--- src/rtl/exec_pkg.sv ---
// exec_pkg: shared FSM states, ALU/shift opcodes and status bit positions for alu_exec_unit
package exec_pkg;
  typedef enum logic [2:0] {S_IDLE, S_RD_A, S_RD_B, S_EXEC, S_WB} state_t;
  localparam logic [1:0] ALU_ADD = 2'b00;
  localparam logic [1:0] ALU_SUB = 2'b01;
  localparam logic [1:0] ALU_AND = 2'b10;
  localparam logic [1:0] ALU_MVN = 2'b11;
  localparam logic [1:0] SH_NONE = 2'b00;
  localparam logic [1:0] SH_LSL  = 2'b01;
  localparam logic [1:0] SH_LSR  = 2'b10;
  localparam logic [1:0] SH_ASR  = 2'b11;
  localparam int ST_Z = 0;
  localparam int ST_N = 1;
  localparam int ST_V = 2;
endpackage

--- src/rtl/alu_shifter.sv ---
// alu_shifter: combinational one-bit shifter on B, ALU and {V,N,Z} flag generation
module alu_shifter
  import exec_pkg::*;
#(
  parameter int DATA_W = 16
) (
  input  logic [DATA_W-1:0] a_i,
  input  logic [DATA_W-1:0] b_i,
  input  logic [1:0]        shift_op_i,
  input  logic [1:0]        alu_op_i,
  output logic [DATA_W-1:0] c_o,
  output logic [2:0]        status_o
);
  logic [DATA_W-1:0] sb;
  logic              msb;
  // shift B, apply the ALU op, then derive flags; V is only meaningful for ADD/SUB
  always_comb begin
    sb = shift_op_i == SH_LSL ? {b_i[DATA_W-2:0], 1'b0} :
         shift_op_i == SH_LSR ? {1'b0, b_i[DATA_W-1:1]} :
         shift_op_i == SH_ASR ? {b_i[DATA_W-1], b_i[DATA_W-1:1]} : b_i;
    c_o = alu_op_i == ALU_ADD ? a_i + sb :
          alu_op_i == ALU_SUB ? a_i - sb :
          alu_op_i == ALU_AND ? a_i & sb : ~sb;
    msb = c_o[DATA_W-1];
    status_o = '0;
    status_o[ST_Z] = c_o == '0;
    status_o[ST_N] = msb;
    status_o[ST_V] = alu_op_i == ALU_ADD ? (a_i[DATA_W-1] == sb[DATA_W-1]) && (msb != a_i[DATA_W-1]) :
                     alu_op_i == ALU_SUB ? (a_i[DATA_W-1] != sb[DATA_W-1]) && (msb != a_i[DATA_W-1]) : 1'b0;
  end
endmodule

--- src/rtl/alu_exec_unit.sv ---
// alu_exec_unit: multi-cycle read-read-exec-writeback stage around a register file; EXEC_CMP_EN adds a compare-only (no writeback) input cmp
module alu_exec_unit
  import exec_pkg::*;
#(
  parameter int DATA_W = 16,
  parameter int REG_AW = 3
) (
  input  logic              clk,
  input  logic              reset,
  input  logic              start,
  input  logic [REG_AW-1:0] rn,
  input  logic [REG_AW-1:0] rm,
  input  logic [REG_AW-1:0] rd,
  input  logic [1:0]        shift_op,
  input  logic [1:0]        alu_op,
`ifdef EXEC_CMP_EN
  input  logic              cmp,
`endif
  input  logic [DATA_W-1:0] rf_data_out,
  output logic [REG_AW-1:0] rf_readnum,
  output logic [REG_AW-1:0] rf_writenum,
  output logic              rf_write,
  output logic [DATA_W-1:0] rf_data_in,
  output logic              busy,
  output logic              done,
  output logic [2:0]        status
);
  state_t            state_q;
  logic [REG_AW-1:0] rm_q, rd_q;
  logic [1:0]        sh_q, op_q;
  logic [DATA_W-1:0] a_q, b_q, c_q, alu_c;
  logic [2:0]        alu_st;
`ifdef EXEC_CMP_EN
  logic              cmp_q;
`endif

  alu_shifter #(.DATA_W(DATA_W)) u_alu (
    .a_i(a_q), .b_i(b_q), .shift_op_i(sh_q), .alu_op_i(op_q), .c_o(alu_c), .status_o(alu_st)
  );

  assign rf_data_in = c_q;

  // sequencer: outputs are registered one state ahead so they are clean for the whole state
  always_ff @(posedge clk or posedge reset) begin
    if (reset) begin
      state_q     <= S_IDLE;
      rm_q        <= '0;
      rd_q        <= '0;
      sh_q        <= '0;
      op_q        <= '0;
      a_q         <= '0;
      b_q         <= '0;
      c_q         <= '0;
      status      <= '0;
      rf_readnum  <= '0;
      rf_writenum <= '0;
      rf_write    <= 1'b0;
      busy        <= 1'b0;
      done        <= 1'b0;
`ifdef EXEC_CMP_EN
      cmp_q       <= 1'b0;
`endif
    end else begin
      case (state_q)
        S_IDLE: if (start) begin
          state_q    <= S_RD_A;
          rm_q       <= rm;
          rd_q       <= rd;
          sh_q       <= shift_op;
          op_q       <= alu_op;
          rf_readnum <= rn;
          busy       <= 1'b1;
`ifdef EXEC_CMP_EN
          cmp_q      <= cmp;
`endif
        end
        S_RD_A: begin
          state_q    <= S_RD_B;
          a_q        <= rf_data_out;
          rf_readnum <= rm_q;
        end
        S_RD_B: begin
          state_q    <= S_EXEC;
          b_q        <= rf_data_out;
          rf_readnum <= '0;
        end
        S_EXEC: begin
          state_q     <= S_WB;
          c_q         <= alu_c;
          status      <= alu_st;
          done        <= 1'b1;
          rf_writenum <= rd_q;
`ifdef EXEC_CMP_EN
          rf_write    <= !cmp_q;
`else
          rf_write    <= 1'b1;
`endif
        end
        default: begin
          state_q     <= S_IDLE;
          done        <= 1'b0;
          busy        <= 1'b0;
          rf_write    <= 1'b0;
          rf_writenum <= '0;
        end
      endcase
    end
  end
endmodule

--- config.mk ---
export PLATFORM = sky130hd
export DESIGN_NAME = alu_exec_unit
export DESIGN_NICKNAME = d
export VERILOG_FILES = /design/src/rtl/exec_pkg.sv /design/src/rtl/alu_shifter.sv /design/src/rtl/alu_exec_unit.sv
export SDC_FILE = /design/constraint.sdc
export NUM_CORES = 1
export LEC_CHECK = 0
export CAP_MARGIN = 20
export CORE_MARGIN = 2
export CORE_UTILIZATION = 60
export CTS_BUF_LIST = sky130_fd_sc_hd__clkbuf_16
export DETAILED_ROUTE_END_ITERATION = 8
export GPL_TIMING_DRIVEN = 0
export PLACE_DENSITY = 0.95
export SLEW_MARGIN = 20
export SYNTH_ARGS = -nofsm -noshare
export SYNTH_HDL_FRONTEND = slang
export SYNTH_SLANG_ARGS = --single-unit
--- constraint.sdc ---
create_clock -name clk -period 6 [get_ports clk]
set_input_delay 1.8 -clock clk [delete_from_list [all_inputs] [get_ports clk]]
set_output_delay 1.8 -clock clk [all_outputs]
set_load 0.005 [all_outputs]
==> results.txt <==
In this run the horizontal extent of the chip is 97.7 um. The quantity of gates resized following cts is 0. The remaining global-route overflow came out at 0. Of the cells placed in the final design, the portion with a size suffix greater than 1 is 0.148. The detailed-route via count came out at 4988. The pin slew with the least headroom to its limit is 0.776 ns. The number of placed I/O pins came out at 60. In this run the tightest slew margin relative to its limit is 0.477. Post-CTS timing repair inserted 0 buffers for setup. The clock network latency to the later pin of the worst-skew pair came out at 0.34 ns. The maximum number of pins on one net before global-route repair is 62. The site row count is 34. The endpoint identified for the worst register-to-register timing path is status[0]$_DFFE_PP0P_. The HPWL after detailed placement is 11300 um. The number of buffers inserted during clock tree synthesis came out at 9. The post-synthesis register bit count came out at 71. The time the worst path needs with I/O delays and setup is 4.49 ns. The count of non-filler cells in the finished layout is 758.

The commonest cells after synthesis are sky130_fd_sc_hd__dfrtp_1, sky130_fd_sc_hd__nand2_1, sky130_fd_sc_hd__mux2_2. The arrival time reported for the critical path endpoint came out at 4.76 ns. The final layout contains 711 nets. The area share of the leading cell type in the synthesized netlist came out at 0.338. The worst setup path is captured at a flop. For the worst setup path, the data required time is 6.27 ns. The count of routing violations after the opening detailed-route iteration is 401.

The area of the die is 0.00954 mm2. The area of the core region is 0.00859 mm2. The vertical die dimension is 97.7 um.

The portion of the post-synthesis area used by sequential elements is 0.338. Yosys instantiated no cell more often than sky130_fd_sc_hd__dfrtp_1. The total wire length after detailed routing is 15900 um. The total placed cells including tap cells came out at 742. Of all nets on the critical path, the largest fanout is 10. In the final routed layout, each cell accounts on average for 21.0 um.

Across every metal layer, demand over resource in global routing totals 0.345. The mean post-synth cell area came out at 9.17 um2. The path with the worst hold slack has its endpoint at rf_data_in[10]$_DFFE_PP0P_.

The number of buffers between clock root and the deepest sink came out at 2. The final hold violation count is 0. In the routed layout, each cell is associated on average with a via count of 6.58. Ranked by total cell area, the synthesized netlist is headed by sky130_fd_sc_hd__dfrtp_1, sky130_fd_sc_hd__mux2_2, sky130_fd_sc_hd__ha_1.

The post-synthesis net count is 640. The filler cells instantiated in the layout total 576. Derived from the worst setup path, the maximum achievable clock frequency is 0.223 GHz.

The total negative slack for setup checks is 0 ns. Summing all multi-input logic gate instances after layout gives 0.00316 mm2. The most common flop cell mapped by yosys is sky130_fd_sc_hd__dfrtp_1. The number of iterations in the first detailed-routing pass came out at 5. The number of global-route vias before repair is 5046. The count of flip-flops with a built-in enable after synthesis came out at 0. The max-slew violation count came out at 0. The worst hold-check path type is flop to flop.

The worst register-to-register path begins at sh_q[1]$_DFFE_PP0P_. The weighted congestion at the end of routability-driven global placement came out at 0.992. The worst register-to-register path has a depth of 15. The area of the mapped netlist is 0.00526 mm2. In this run the tool buffered the top-level ports with 59 buffer cells.

For this configuration, the core starts out at a cell density of 0.612. The area taken by flip-flops and latches is 0.00178 mm2. The max-cap violation count came out at 0. The number of hold-repair buffers added at the cts stage came out at 0. The cell count after synthesis came out at 574.

Setup repair after global routing left no endpoint under its margin. The initial antenna violation count is 0. The worst setup path is launched from a flop. In this run the register-to-register setup slack is 1.51 ns. The tree is rooted in a sky130_fd_sc_hd__clkbuf_16. The flow ran to the end, and the final reports show no timing, DRC or antenna violations. The origin of the worst min-delay path is rf_data_in[10]$_DFFE_PP0P_. The wire length of the first global-routing pass came out at 26200 um. The clock drives 71 sinks. The number of warning messages in the yosys log is 0. The setup path with the least slack is of type flop to flop. The number of antenna diodes in the final layout is 0. Across the routed clock network, the largest skew measured is 0.0121 ns. The clock edge transition at the registers on the reported setup and hold paths came out at 0.07 ns. The depth of the CTS H-tree came out at 3. The worst hold path passes through 2 cells. The number of unique standard cell types used by synthesis is 73. TritonCTS built the clock tree. The post-route fraction of the period consumed by the critical path is 0.748. The DRC violations left is 0. The cell type with the largest total area after synthesis is sky130_fd_sc_hd__dfrtp_1.

The proportion of register bits with asynchronous set or reset after synthesis came out at 1.00. Compared with the post-synthesis result, the final layout area differs by 19.9%. Once detail routing completed, the nets flagged for antenna violations numbered 0. Setup violations remaining at the end of the flow were counted as 0.
[kinds of logic after synthesis]
family / synth area share
mux: 0.135
simple gates: 0.147
buf+inv: 0.0630
xor+xnor: 0.0216
flops: 0.338
fa+ha+maj: 0.0837
compound gates: 0.212
[stage by stage]
step | hold slack (ns) | setup WS [ns] | instance area [um2] | utilization
after floorplan | 0.470 | 2.40 | 5260 | -
after global placement | 0.465 | 1.41 | 5990 | 0.697
after detailed placement | 0.468 | 1.79 | 6020 | 0.700
after CTS | 0.485 | 1.70 | 6300 | 0.734
after global routing | 0.515 | 1.20 | 6310 | 0.734
final | 0.475 | 1.51 | 6310 | 0.734
[cell usage in the layout (no fill, tap or decap), types with 12 or more instances in the layout]
master                            count
sky130_fd_sc_hd__o21ai_0             33
sky130_fd_sc_hd__clkdlybuf4s50_1     59
sky130_fd_sc_hd__dfrtp_1             71
sky130_fd_sc_hd__a21oi_1             24
sky130_fd_sc_hd__inv_1               35
sky130_fd_sc_hd__mux2i_1             19
sky130_fd_sc_hd__nor3_1              12
sky130_fd_sc_hd__mux2_2              44
sky130_fd_sc_hd__nand2_1             53
sky130_fd_sc_hd__nand3_1             12
sky130_fd_sc_hd__clkbuf_1            20
sky130_fd_sc_hd__nor2_1              37
sky130_fd_sc_hd__ha_1                32
[critical path, cell delays in order, from the launching register on]
cell and delay (ns):
sky130_fd_sc_hd__dfrtp_1 0.38, sky130_fd_sc_hd__buf_2 0.23, sky130_fd_sc_hd__clkbuf_1 0.39, sky130_fd_sc_hd__clkbuf_1 0.42, sky130_fd_sc_hd__nand2_1 0.13, sky130_fd_sc_hd__o21ai_0 0.30
sky130_fd_sc_hd__inv_1 0.10, sky130_fd_sc_hd__ha_1 0.29, sky130_fd_sc_hd__a2111oi_1 0.66, sky130_fd_sc_hd__a211oi_1 0.16, sky130_fd_sc_hd__a31oi_1 0.29, sky130_fd_sc_hd__nor3b_1 0.32
sky130_fd_sc_hd__o21a_1 0.16, sky130_fd_sc_hd__nor3_1 0.06, sky130_fd_sc_hd__or3_1 0.38, sky130_fd_sc_hd__o21ai_1 0.14
[worst max-delay path by stage]
stage                              from                    end  slack (ns)  cells past startpoint
global route        sh_q[1]$_DFFE_PP0P_  status[0]$_DFFE_PP0P_        1.20                     15
detailed placement  sh_q[1]$_DFFE_PP0P_  status[0]$_DFFE_PP0P_        1.79                     15
floorplan                         reset     a_q[0]$_DFFE_PP0P_        2.40                      1
CTS                 sh_q[1]$_DFFE_PP0P_  status[0]$_DFFE_PP0P_        1.70                     15
finish              sh_q[1]$_DFFE_PP0P_  status[0]$_DFFE_PP0P_        1.51                     15
global placement                  reset     a_q[5]$_DFFE_PP0P_        1.41                      2
[routing by layer]
metal / GRT usage / wire length (um)
met1: 0.447 / 6340
met2: 0.562 / 7620
met3: 0.0619 / 1160
met4: 0.158 / 794
met5: 0 / 0
[cell type report]
cell class                 count  area share
clock inverter                 7     0.00952
sequential                    71       0.282
inverter                      38      0.0230
buffer                        38      0.0299
timing repair buffer          60      0.0980
multi-input combinational    427       0.501
tap                          108      0.0214
clock buffer                   9      0.0357
Power is left out: the tool's default activity adds up to more than one toggle a clock period on the data nets, which glitch-free logic cannot reach.
